File: src/rtl/ivl_uvm_ovl_collector_pkg.sv
// Package: ivl_uvm_ovl_collector_pkg
// Purpose: shared constants and types for the OVL fire collector.
//   FIRE_*   : layout of one checker's 3-bit fire vector
//   rpt_t    : one queued report {chk_id, rpt_type, ts} at the default widths
//   id_width : width of a checker index (never narrower than 1 bit)
package ivl_uvm_ovl_collector_pkg;

  localparam int FIRE_W      = 3;
  localparam int FIRE_ASSERT = 0;
  localparam int FIRE_XZ     = 1;
  localparam int FIRE_COVER  = 2;

  localparam int RPT_ID_W = 2;
  localparam int RPT_TS_W = 32;

  typedef struct packed {
    logic [RPT_ID_W-1:0] chk_id;
    logic [1:0]          rpt_type;
    logic [RPT_TS_W-1:0] ts;
  } rpt_t;

  function automatic int id_width(input int n);
    return (n > 1) ? $clog2(n) : 1;
  endfunction

endpackage

File: src/rtl/ivl_uvm_ovl_sync_fifo.sv
// Module: ivl_uvm_ovl_sync_fifo
// Purpose: synchronous report queue with first-word-fall-through head.
// Ports:
//   clock, reset     : rising-edge clock, asynchronous active-high reset
//   clear            : synchronous flush (wins over push/pop)
//   push, push_data  : write request and data; accepted when not full or when popping
//   pop              : read request; ignored when empty
//   pop_data         : current head entry
//   full, empty      : occupancy flags
module ivl_uvm_ovl_sync_fifo #(
  parameter int WIDTH = 36,
  parameter int DEPTH = 8
) (
  input  logic             clock,
  input  logic             reset,
  input  logic             clear,
  input  logic             push,
  input  logic [WIDTH-1:0] push_data,
  input  logic             pop,
  output logic [WIDTH-1:0] pop_data,
  output logic             full,
  output logic             empty
);

  localparam int AW = $clog2(DEPTH);

  logic [WIDTH-1:0] mem [DEPTH];
  logic [AW:0]      wr_ptr;
  logic [AW:0]      rd_ptr;
  logic             do_push;
  logic             do_pop;

  // Pointers carry one extra wrap bit so full and empty are distinguishable.
  assign empty   = (wr_ptr == rd_ptr);
  assign full    = (wr_ptr[AW] != rd_ptr[AW]) && (wr_ptr[AW-1:0] == rd_ptr[AW-1:0]);
  // A push into a full queue is legal when the head leaves on the same edge.
  assign do_pop  = pop & ~empty;
  assign do_push = push & (~full | do_pop);
  assign pop_data = mem[rd_ptr[AW-1:0]];

  always_ff @(posedge clock or posedge reset) begin
    if (reset) begin
      wr_ptr <= '0;
      rd_ptr <= '0;
    end else if (clear) begin
      wr_ptr <= '0;
      rd_ptr <= '0;
    end else begin
      if (do_push) wr_ptr <= wr_ptr + 1'b1;
      if (do_pop)  rd_ptr <= rd_ptr + 1'b1;
    end
  end

  always_ff @(posedge clock) begin
    if (do_push && !clear) mem[wr_ptr[AW-1:0]] <= push_data;
  end

endmodule

File: src/rtl/ivl_uvm_ovl_fire_collector.sv
// Module: ivl_uvm_ovl_fire_collector
// Purpose: collects the 3-bit fire outputs of NUM_CHK OVL checkers, keeps a
//   saturating failure count per checker, captures the first failure and
//   queues one timestamped report per failing checker event.
// Ports:
//   clock, reset          : rising-edge clock, asynchronous active-high reset
//   enable                : fires are sampled only while high
//   clear                 : synchronous clear of counters, first-fail, overflow, pending, queue
//   fire_in               : checker k at [3k+2:3k] = {cover, xz, assert}
//   rpt_valid/rpt_ready   : report handshake
//   rpt_chk_id/type/ts    : head report (zero while no report is valid)
//   fail_cnt              : per-checker counters, checker k at [CNT_W*k +: CNT_W]
//   any_fail              : some counter is non-zero
//   first_valid/id/ts     : first failure since reset or clear
//   overflow              : sticky, an event merged into a still-pending entry
module ivl_uvm_ovl_fire_collector
  import ivl_uvm_ovl_collector_pkg::*;
#(
  parameter int  NUM_CHK    = 4,
  parameter int  CNT_W      = 16,
  parameter int  TS_W       = 32,
  parameter int  FIFO_DEPTH = 8,
  localparam int ID_W       = id_width(NUM_CHK)
) (
  input  logic                      clock,
  input  logic                      reset,
  input  logic                      enable,
  input  logic                      clear,
  input  logic [NUM_CHK*FIRE_W-1:0] fire_in,
  output logic                      rpt_valid,
  input  logic                      rpt_ready,
  output logic [ID_W-1:0]           rpt_chk_id,
  output logic [1:0]                rpt_type,
  output logic [TS_W-1:0]           rpt_ts,
  output logic [NUM_CHK*CNT_W-1:0]  fail_cnt,
  output logic                      any_fail,
  output logic                      first_valid,
  output logic [ID_W-1:0]           first_id,
  output logic [TS_W-1:0]           first_ts,
  output logic                      overflow
);

  typedef struct packed {
    logic [ID_W-1:0] chk_id;
    logic [1:0]      rpt_type;
    logic [TS_W-1:0] ts;
  } entry_t;

  localparam int ENTRY_W = $bits(entry_t);

  logic [TS_W-1:0]    ts;
  logic [NUM_CHK-1:0] ev;
  logic [1:0]         ev_type [NUM_CHK];
  logic [NUM_CHK-1:0] cover_bits;
  logic               unused_cover;

  logic [CNT_W-1:0]   cnt [NUM_CHK];
  logic [ID_W-1:0]    lowest_ev_id;

  logic [NUM_CHK-1:0] pend_valid;
  logic [1:0]         pend_type [NUM_CHK];
  logic [TS_W-1:0]    pend_ts   [NUM_CHK];
  logic [ID_W-1:0]    rr_ptr;
  logic               grant_valid;
  logic [ID_W-1:0]    grant_id;

  logic               fifo_full;
  logic               fifo_empty;
  logic               push;
  logic               pop;
  entry_t             push_entry;
  entry_t             head;
  logic [ENTRY_W-1:0] head_bits;

  // Event decode. Cover bits never produce events; clear discards the cycle's events.
  always_comb begin
    ev         = '0;
    cover_bits = '0;
    for (int k = 0; k < NUM_CHK; k++) begin
      ev_type[k]    = {fire_in[FIRE_W*k+FIRE_XZ], fire_in[FIRE_W*k+FIRE_ASSERT]};
      ev[k]         = enable & ~clear & (|ev_type[k]);
      cover_bits[k] = fire_in[FIRE_W*k+FIRE_COVER];
    end
  end

  assign unused_cover = ^cover_bits;

  // Free-running timestamp, wraps naturally.
  always_ff @(posedge clock or posedge reset) begin
    if (reset) ts <= '0;
    else       ts <= ts + 1'b1;
  end

  // Saturating per-checker counters; any_fail stays set until clear since counters never wrap.
  always_ff @(posedge clock or posedge reset) begin
    if (reset) begin
      for (int k = 0; k < NUM_CHK; k++) cnt[k] <= '0;
      any_fail <= 1'b0;
    end else if (clear) begin
      for (int k = 0; k < NUM_CHK; k++) cnt[k] <= '0;
      any_fail <= 1'b0;
    end else begin
      for (int k = 0; k < NUM_CHK; k++) begin
        if (ev[k] && (cnt[k] != {CNT_W{1'b1}})) cnt[k] <= cnt[k] + 1'b1;
      end
      if (|ev) any_fail <= 1'b1;
    end
  end

  always_comb begin
    fail_cnt = '0;
    for (int k = 0; k < NUM_CHK; k++) fail_cnt[CNT_W*k +: CNT_W] = cnt[k];
  end

  // Lowest-index simultaneous event wins the first-fail capture.
  always_comb begin
    lowest_ev_id = '0;
    for (int k = NUM_CHK - 1; k >= 0; k--) begin
      if (ev[k]) lowest_ev_id = ID_W'(k);
    end
  end

  always_ff @(posedge clock or posedge reset) begin
    if (reset) begin
      first_valid <= 1'b0;
      first_id    <= '0;
      first_ts    <= '0;
    end else if (clear) begin
      first_valid <= 1'b0;
      first_id    <= '0;
      first_ts    <= '0;
    end else if (!first_valid && (|ev)) begin
      first_valid <= 1'b1;
      first_id    <= lowest_ev_id;
      first_ts    <= ts;
    end
  end

  // Round-robin: first valid slot at or after the pointer, otherwise wrap to the lowest one.
  always_comb begin
    grant_valid = 1'b0;
    grant_id    = '0;
    for (int k = 0; k < NUM_CHK; k++) begin
      if (!grant_valid && pend_valid[k] && (ID_W'(k) >= rr_ptr)) begin
        grant_valid = 1'b1;
        grant_id    = ID_W'(k);
      end
    end
    for (int k = 0; k < NUM_CHK; k++) begin
      if (!grant_valid && pend_valid[k]) begin
        grant_valid = 1'b1;
        grant_id    = ID_W'(k);
      end
    end
  end

  assign pop  = rpt_valid & rpt_ready;
  assign push = grant_valid & (~fifo_full | pop) & ~clear;

  always_comb begin
    push_entry          = '0;
    push_entry.chk_id   = grant_id;
    push_entry.rpt_type = pend_type[grant_id];
    push_entry.ts       = pend_ts[grant_id];
  end

  // Pending slots: a granted slot is freed (or reloaded by a same-cycle event);
  // an occupied, ungranted slot absorbs new events and flags overflow.
  always_ff @(posedge clock or posedge reset) begin
    if (reset) begin
      pend_valid <= '0;
      for (int k = 0; k < NUM_CHK; k++) begin
        pend_type[k] <= '0;
        pend_ts[k]   <= '0;
      end
      overflow <= 1'b0;
      rr_ptr   <= '0;
    end else if (clear) begin
      pend_valid <= '0;
      overflow   <= 1'b0;
    end else begin
      if (push) rr_ptr <= (grant_id == ID_W'(NUM_CHK - 1)) ? '0 : grant_id + 1'b1;
      for (int k = 0; k < NUM_CHK; k++) begin
        if (push && (grant_id == ID_W'(k))) begin
          pend_valid[k] <= ev[k];
          pend_type[k]  <= ev_type[k];
          pend_ts[k]    <= ts;
        end else if (ev[k]) begin
          if (pend_valid[k]) begin
            pend_type[k] <= pend_type[k] | ev_type[k];
            overflow     <= 1'b1;
          end else begin
            pend_valid[k] <= 1'b1;
            pend_type[k]  <= ev_type[k];
            pend_ts[k]    <= ts;
          end
        end
      end
    end
  end

  ivl_uvm_ovl_sync_fifo #(
    .WIDTH (ENTRY_W),
    .DEPTH (FIFO_DEPTH)
  ) u_fifo (
    .clock     (clock),
    .reset     (reset),
    .clear     (clear),
    .push      (push),
    .push_data (push_entry),
    .pop       (pop),
    .pop_data  (head_bits),
    .full      (fifo_full),
    .empty     (fifo_empty)
  );

  assign head      = head_bits;
  assign rpt_valid = ~fifo_empty;
  // Report fields read as zero when nothing is queued so reset leaves every output at 0.
  assign rpt_chk_id = rpt_valid ? head.chk_id   : '0;
  assign rpt_type   = rpt_valid ? head.rpt_type : '0;
  assign rpt_ts     = rpt_valid ? head.ts       : '0;

endmodule

File: config.mk
export PLATFORM = sky130hd
export DESIGN_NAME = ivl_uvm_ovl_fire_collector
export DESIGN_NICKNAME = d
export VERILOG_FILES = /design/src/rtl/ivl_uvm_ovl_collector_pkg.sv /design/src/rtl/ivl_uvm_ovl_sync_fifo.sv /design/src/rtl/ivl_uvm_ovl_fire_collector.sv
export SDC_FILE = /design/constraint.sdc
export NUM_CORES = 1
export LEC_CHECK = 0
export ABC_AREA = 1
export BUFFER_PORTS_ARGS = -buffer_cell sky130_fd_sc_hd__buf_2
export CORE_AREA = 8 8 182 253
export DETAILED_ROUTE_END_ITERATION = 7
export DIE_AREA = 0 0 190 261
export PLACE_DENSITY = 0.84
export SLEW_MARGIN = 20
export SYNTH_ARGS = -nofsm -noshare
export SYNTH_HDL_FRONTEND = slang
export SYNTH_SLANG_ARGS = --single-unit
File: constraint.sdc
create_clock -name clock -period 16.6 [get_ports clock]
set_input_delay 2.49 -clock clock [delete_from_list [all_inputs] [get_ports clock]]
set_output_delay 2.49 -clock clock [all_outputs]
set_load 0.05 [all_outputs]
Word-level counts from Yosys, hierarchy flattened --
Memory sizes are Yosys's and may differ from the RTL's. Cells that the tools add are included.
Operators by class: reduce and logical (&&, ||, !) cells 62, magnitude comparators 5, bitwise logic cells 20, add/sub/neg operators 8, equal/unequal tests 14, muxes and demuxes 94
Operators by type and width (count):
- two-way mux 32 bit | 17
- adder 16 x 1 -> 16 bit (second input constant) | 4
- binary-select mux 32 bit (select 2 bit) | 1
- two-way mux 16 bit | 4
- two-way mux 64 bit | 1
- != test 16 bit (second input constant) | 4
- two-way mux 2 bit | 29
- two-way mux 1 bit | 36
- adder 32 x 1 -> 32 bit (second input constant) | 1
- nonzero test 2 bit | 12
- logical AND 1 bit | 22
- two-way mux 4 bit | 5
- AND reduction 3 bit | 4
- nonzero test 3 bit | 4
- bitwise AND 1 bit | 10
- AND reduction 2 bit | 5
- zero test 1 bit | 9
- adder 4 x 1 -> 4 bit (second input constant) | 2
- != test 2 x 1 -> 1 bit (second input constant) | 4
- OR 2 bit | 4
- OR reduction 2 bit | 4
- binary-select mux 2 bit (select 2 bit) | 1
- == test 2 bit (second input constant) | 2
- == test 4 bit | 1
- 12 further kinds | 17
Word-level totals: input port bits 17, register bits after elaboration 283, memories kept 1, RAM bits 288, output and inout port bits 138, logic and storage cells 229
Memories:
- u_fifo.mem | depth 8, bits a word 36, rd ports 1, clocked after Yosys merged registers in 0, wr ports 1, RTL line ivl_uvm_ovl_sync_fifo.sv:27 | logic [WIDTH-1:0] mem [DEPTH];

Depth between registers and ports, before layout --
Gate-level depths: netlist of run 1.
depth after elaboration 41, mapped depth 17, gate-level depth less buffers 15

Modules after synthesis --
From an unflattened synthesis of run 1, not the netlist that was laid out.
Unflattened totals: cell total of the unflattened synthesis 2521, area, all modules 24981.5 um2
By module, submodules not included:
- ivl_uvm_ovl_fire_collector | cells each 1622, area an instance 13304.0 um2, times used 1
- ivl_uvm_ovl_sync_fifo | cells each 899, area an instance 11677.4 um2, times used 1

Worst setup path after synthesis of run 1 --
OpenSTA, ideal clock, no wires.
path type input port to flip-flop, start point in clear, end point mem u_fifo.mem[6][0] (enable), library setup time 0.474 ns, cell stages on the path 7, buffers on the path 2, arrival 5.781 ns, required time 16.126 ns, setup slack 10.345 ns, cells stage by stage buf_6 -> inv_4 -> buf_2 -> nand3_1 -> inv_1 -> nand2_1 -> nor3_1
On the way: word-level cells in the longest chain between the ends 6, elaborated cells between the ends (all ways) 7, those cells by class mux: 2; bitwise: 3; reduce/logical: 2
RTL lines:
- start, declared | RTL line ivl_uvm_ovl_fire_collector.sv:28 | input logic clear,
- NOT 1 bit (no source line)
- bitwise AND 1 bit | RTL line ivl_uvm_ovl_fire_collector.sv:158 | assign push = grant_valid & (~fifo_full | pop) & ~clear;
- bitwise AND 1 bit | RTL line ivl_uvm_ovl_sync_fifo.sv:38 | assign do_push = push & (~full | do_pop);
- logical AND 1 bit (*) | RTL line ivl_uvm_ovl_sync_fifo.sv:55 | if (do_push && !clear) mem[wr_ptr[AW-1:0]] <= push_data;
- two-way mux 1 bit (*) | RTL line ivl_uvm_ovl_sync_fifo.sv:55
- two-way mux 1 bit (not written as such) (*) | RTL line ivl_uvm_ovl_sync_fifo.sv:55
- end, declared | RTL line ivl_uvm_ovl_sync_fifo.sv:27
Mark *: on every way between the ends. The rest lies on a longest branch, timed or not.

Final worst setup path of run 1 --
start point reg u_fifo.rd_ptr[0], end point out rpt_chk_id[1]
On the way: word-level cells in the longest chain between the ends 2, elaborated cells between the ends (all ways) 3, those cells by class eq/ne: 1; mux: 1; memory: 1
RTL lines:
- start, declared | RTL line ivl_uvm_ovl_sync_fifo.sv:29 | logic [AW:0] rd_ptr;
- start signal, assigned | RTL line ivl_uvm_ovl_sync_fifo.sv:50 | if (do_pop) rd_ptr <= rd_ptr + 1'b1;
- memory (8 x 36 bit) or == test 4 bit (tied branches)
- two-way mux 2 bit (*) | RTL line ivl_uvm_ovl_fire_collector.sv:220 | assign rpt_chk_id = rpt_valid ? head.chk_id : '0;
- end, declared | RTL line ivl_uvm_ovl_fire_collector.sv:32 | output logic [ID_W-1:0] rpt_chk_id,
Marks and branches as above.

==> qor.json, run 1 <==
{
  "outcome": "finished clean",
  "timing_worst_setup_path_type": "reg -> out",
  "max_fanout_on_critical_path": 77,
  "slew_headroom": 0.321,
  "place_inst": 3078,
  "power.clock.fraction": 0.257,
  "worst_pin_slew_ps": 1020,
  "synthesis.area_per_instance_um2": 10.1,
  "floorplan.initialDensity": 0.590,
  "cts-root-to-sink-buffers": 3,
  "power.share.switching": 0.381,
  "cp_data_arrival_time_ps": 4170,
  "yosysWarningCount": 0,
  "clk-insertion-delay-late_ps": 610,
  "vias_in_the_first_global_route": 19000,
  "maxClockFrequency_mhz": 150,
  "buffer_ports.inserted": 150,
  "mappedNetlistNets": 2513,
  "p_int_mw": 2.81,
  "finish.instance_area_mm2": 0.0278,
  "clock_sink_count": 571,
  "final_max_slew_viol_count": 0,
  "chipWidth_um": 190,
  "drt.antenna.violating_nets": 0,
  "synth_top_cell_by_area": "edfxtp_1",
  "number_of_antenna_violations_at_the_first_check_in_global_routing": 1,
  "count_of_instances_resized_after_the_clock_tree_is_built": 0,
  "synth_cells": 2485,
  "setup_viol": 0,
  "tritoncts_clock_tree": "done",
  "routed_wire_length_per_instance_um": 19.2,
  "grt_pass1_wl_um": 96800,
  "detail_route.iter0.violations": 1655,
  "setup.worst_path.end_class": "output pin",
  "synth_cell_type_count": 45,
  "drt_pre_antenna_iters": 8,
  "cts.hold.buffers_added": 0,
  "final_min_period_over_clock_period": 0.401,
  "syn_area_mm2": 0.0250,
  "floorplan.core_area_mm2": 0.0425,
  "pin_count_of_the_biggest_net_entering_global_routing": 146,
  "drive_gt1_frac": 0.137,
  "seq_area_mm2": 0.0157,
  "area.growth.synth_to_final_pct": 10.8,
  "placed_cell_area_mm2": 0.0261,
  "drc": 0,
  "number_of_flip_flops_and_latches_in_the_synthesized_netlist": 571,
  "routed_wire_length_um": 60700,
  "post_synth_most_frequent_cells": "387 x nor2_1, 311 x o21ai_0, 301 x nand2_1, 288 x edfxtp_1, 283 x dfrtp_1",
  "pwr-share-seq": 0.426,
  "cts_setup_buffers": 0,
  "clock_transition_at_the_registers_of_the_reported_paths_ps": 60,
  "standard_cell_row_count": 90,
  "worst_ir_drop_vdd_v": 0.0000821,
  "setup_total_negative_slack_ps": 0,
  "hold_path_class": "reg -> reg",
  "gp_congestion": 0.878,
  "die-height_um": 261,
  "n_fill_cell": 3090,
  "power_density_mw_per_mm2": 164,
  "globalRouteOverflowTotal": 0,
  "routed_via_density": 5.96,
  "synthFlopType": "edfxtp_1",
  "synth_edf_count": 288,
  "synthMostInstantiatedCell": "nor2_1",
  "ys_seq_area_frac": 0.628,
  "start_kind": "register",
  "synth_area_leaders": "edfxtp_1 35%, dfrtp_1 28%, o21ai_0 6.2%, nor2_1 5.8%, nand2_1 4.5%",
  "boundaryPins": 155,
  "multi_input_comb_area_mm2": 0.00794,
  "post-layout-total-power_mw": 4.54,
  "num_vias": 18900,
  "p_leak_nw": 11.3,
  "finClkSkew_ps": 35.1,
  "place_hpwl_um": 36000,
  "grt_use_total": 0.242,
  "logic_pwr_share": 0.317,
  "cts-root-buf": "clkbuf_16",
  "dieArea_mm2": 0.0496,
  "grt_setup_unrepaired": "false",
  "async_reset_ff_frac": 0.496,
  "power_switching_mw": 1.73,
  "synth_top_area_frac": 0.345,
  "clock_buffer_count_from_cts": 50,
  "worst_ep_required_time_ps": 14110,
  "final_period_minus_worst_setup_slack_ps": 6660,
  "drv_cap": 0,
  "number_of_hold_violations_in_the_final_report": 0,
  "finalNetCount": 2606,
  "post_layout_cell_count": 3170,
  "cts_htree_levels": 2
}
[layout make-up]
type                       count  area share
clock inverter                18     0.00843
multi-input combinational   1575       0.286
timing repair buffer         174      0.0337
antenna                        1   0.0000901
tap                          552      0.0249
sequential                   571       0.567
clock buffer                  73      0.0518
inverter                     206      0.0283
[per-stage QoR]
| stage | setup slack [ps] | hold slack (ps) | util |
|---|---|---|---|
| final | 9940 | 507 | 0.654 |
| after global placement | 10790 | 474 | 0.614 |
| after floorplan | 6300 | 454 | - |
| after CTS | 9970 | 495 | 0.654 |
| after detailed placement | 10610 | 484 | 0.614 |
| after global routing | 9630 | 528 | 0.654 |
[final timing paths]
check,startpoint,end,slack [ps],depth (start not counted)
worst max-delay path,u_fifo.rd_ptr[0],rpt_chk_id[1],9940,7
worst min-delay path,u_fifo.wr_ptr[3],u_fifo.wr_ptr[3],510,1
worst max register to register,u_fifo.rd_ptr[0],u_fifo.mem[0][5],12520,10
worst min register to register,u_fifo.wr_ptr[3],u_fifo.wr_ptr[3],510,1
max in group asynchronous,reset,fail_cnt[36],12430,4
min in group asynchronous,reset,first_ts[25],2080,2
[worst max-delay path, cell delays in order, from the launching register on]
cell and delay (ps):
dfrtp_4 880, clkinv_2 940, buf_4 650, o21ai_0 290, o22ai_1 100, o21ai_0 200, a31oi_1 120, buf_2 300
[metal layers]
layer  vias up  wire length, µm  GRT usage
li1       8649                -          -
met1      9202            22800      0.292
met2       860            31200      0.426
met3       173             4630     0.0382
met4         0             2130      0.109
met5         -                0          0
[cells by family (layout without fill, tap and decap cells)]
family | count (synthesis) | in the layout | share of synthesized area
buffers and inverters | 339 | 471 | 0.0583
AO/OA/AOI/OAI | 585 | 585 | 0.128
other | 0 | 1 | 0
AND/OR/NAND/NOR | 931 | 931 | 0.163
XOR/XNOR | 48 | 48 | 0.0168
adder cells (fa/ha/maj) | 11 | 11 | 0.00549
flip-flops | 571 | 571 | 0.628
[cell usage in the layout, fill, tap and decap left out, drive strengths merged, types with 14 or more instances in the layout]
master | synthesis | layout
clkinv | 0 | 14
a31oi | 40 | 40
buf | 75 | 174
xor2 | 44 | 44
nor2 | 396 | 396
nand3 | 134 | 134
nand4 | 29 | 29
dfrtp | 283 | 283
nand2 | 321 | 321
inv | 206 | 206
o22ai | 44 | 44
o21ai | 401 | 401
nor3 | 39 | 39
a21oi | 85 | 85
clkbuf | 58 | 73
edfxtp | 288 | 288
[registers in the layout, summed over array words and instances (netlist names)]
signal         count
u_fifo.mem       288
pend_ts          128
fail_cnt          64
first_ts          32
ts                32
pend_type          8
pend_valid         4
u_fifo.rd_ptr      4
u_fifo.wr_ptr      4
first_id           2
rr_ptr             2
any_fail           1
first_valid        1
overflow           1
[power by group through the flow]
stage	combinational [mW]	sequential [mW]	clock, mW
2_1_floorplan	1.03	1.94	0
3_3_place_gp	1.34	1.94	0
3_5_place_dp	1.42	1.96	0
4_1_cts	1.43	1.93	1.18
5_1_grt	1.56	1.95	1.23
6_report	1.44	1.93	1.17
Note: power is estimated with default switching activity, not from simulation.
==> run 2, diff against run 1 <==
- clock period: 16.6 -> 6.4 ns (I/O delays scaled with it)
==> run 2 against run 1 <==
Hold slack got worse by 18 ps. Combinational power increased to 2.6 times the previous value. Sequential share of layout area down 0.089 points. Sequential cell count did not move. Die area is the same. Cell count is essentially flat. Non-clock buffer count increased by 2. First-iteration DRC count down 3.6%. Power grew to 2.6 times the previous value. Sequential power grew to 2.6 times the previous value. Critical endpoint is now rpt_ts[29]. Register-to-register slack got worse by 10000 ps. Largest power group unchanged. Setup slack worse by 8500 ps.
==> qor.json, run 2 (synthesis gave the netlist of run 1 again) <==
{
  "worst_pin_slew_ps": 1040,
  "hold_path_class": "in -> async",
  "setup_total_negative_slack_ps": 0,
  "boundaryPins": 155,
  "outcome": "finished clean",
  "final_min_period_over_clock_period": 0.772,
  "drt.antenna.violating_nets": 0,
  "setup.worst_path.end_class": "output pin",
  "drc": 0,
  "maxClockFrequency_mhz": 202,
  "number_of_hold_violations_in_the_final_report": 0,
  "die-height_um": 261,
  "final_common_cell": "nor2_1",
  "gp_congestion": 0.861,
  "clock_buffer_count_from_cts": 51,
  "grt_use_total": 0.242,
  "diodes": 0,
  "cts_setup_buffers": 0,
  "area.growth.synth_to_final_pct": 11.0,
  "clock_transition_at_the_registers_of_the_reported_paths_ps": 70,
  "final_max_slew_viol_count": 0,
  "cts-root-to-sink-buffers": 3,
  "cts.hold.buffers_added": 0,
  "cts-root-buf": "clkbuf_16",
  "grt_setup_unrepaired": "false",
  "routed_wire_length_um": 60500,
  "setup_ws_ps": 1460,
  "slew_headroom": 0.307,
  "floorplan.initialDensity": 0.590,
  "place_inst": 3080,
  "standard_cell_row_count": 90,
  "setup_viol": 0,
  "count_of_instances_resized_after_the_clock_tree_is_built": 0,
  "finalNetCount": 2609,
  "dp_worst_setup_slack_ps": 2110,
  "drive_gt1_frac": 0.137,
  "timing_worst_setup_path_type": "reg -> out",
  "start_kind": "register",
  "num_vias": 18700,
  "chipWidth_um": 190,
  "power_density_mw_per_mm2": 426,
  "floorplan.core_area_mm2": 0.0425,
  "drv_cap": 0,
  "number_of_antenna_violations_at_the_first_check_in_global_routing": 0,
  "routed_wire_length_per_instance_um": 19.1,
  "cp_data_arrival_time_ps": 3980,
  "pin_count_of_the_biggest_net_entering_global_routing": 169,
  "cts_htree_levels": 2,
  "worst_ir_drop_vdd_v": 0.000252,
  "max_fanout_on_critical_path": 81,
  "final_period_minus_worst_setup_slack_ps": 4940,
  "dieArea_mm2": 0.0496,
  "p_leak_nw": 11.3,
  "layout_common_cells": "380 x nor2_1, 311 x o21ai_0, 301 x nand2_1, 288 x edfxtp_1, 281 x dfrtp_1",
  "drt_pre_antenna_iters": 6,
  "detail_route.iter0.violations": 1596,
  "place_hpwl_um": 36700,
  "routed_via_density": 5.88,
  "buffer_ports.inserted": 150,
  "clock_sink_count": 571,
  "globalRouteOverflowTotal": 0,
  "clk-insertion-delay-late_ps": 600,
  "post_layout_cell_count": 3172,
  "finClkSkew_ps": 29.6,
  "tritoncts_clock_tree": "done",
  "largest_reg_flops": 288,
  "grt_pass1_wl_um": 97100,
  "worst_ep_required_time_ps": 5440,
  "vias_in_the_first_global_route": 19300
}
[run 2: layout make-up]
class / instances / area [µm²]
clock buffers: 66 / 1380
clock inverters: 26 / 310
fillers: 3035 / 14600
inverters: 206 / 781
multi-input cells: 1575 / 7950
flip-flops and latches: 571 / 15700
well taps: 552 / 691
repair buffers: 176 / 958
[run 2: critical path, cell delays in order (launching register included)]
cell and delay, ps:
dfrtp_4 840, clkinv_2 860, buf_4 650, o21ai_0 270, o22ai_1 100, o21ai_0 220
a31oi_1 130, buf_2 300
[run 2: layer usage]
| layer | share of wire | vias to the layer above | GRT usage |
|---|---|---|---|
| li1 | - | 8662 | - |
| met2 | 0.51 | 774 | 0.427 |
| met4 | 0.028 | 0 | 0.0997 |
| met3 | 0.076 | 146 | 0.0390 |
| met1 | 0.38 | 9077 | 0.292 |
| met5 | 0 | - | 0 |
[run 2: worst paths after layout]
check	start	end	slack [ps]	depth (start not counted)
hold / removal	reset	pend_ts[26]	490	2
setup / recovery	u_fifo.rd_ptr[0]	rpt_ts[29]	1460	7
max in group asynchronous	reset	u_fifo.rd_ptr[0]	4470	3
setup reg to reg	u_fifo.rd_ptr[0]	u_fifo.mem[4][2]	2090	10
min in group clock	u_fifo.wr_ptr[3]	u_fifo.wr_ptr[3]	500	1
hold reg to reg	u_fifo.wr_ptr[3]	u_fifo.wr_ptr[3]	500	1
[run 2: report_power, final]
part	internal (mW)	total (mW)	switching (mW)
clock	1.77	3.11	1.33
combinational	0.832	3.73	2.90
sequential	4.77	5.01	0.242
total	7.37	11.8	4.47
[run 2: metrics by stage]
stage	hold slack, ps	instance area (µm²)	utilization	power, mW
global route	532	27800	0.655	12.4
detailed placement	492	26100	0.615	8.74
global placement	480	26100	0.615	8.53
finish	489	27800	0.655	11.8
CTS	493	27800	0.655	11.9
floorplan	454	25100	-	7.72
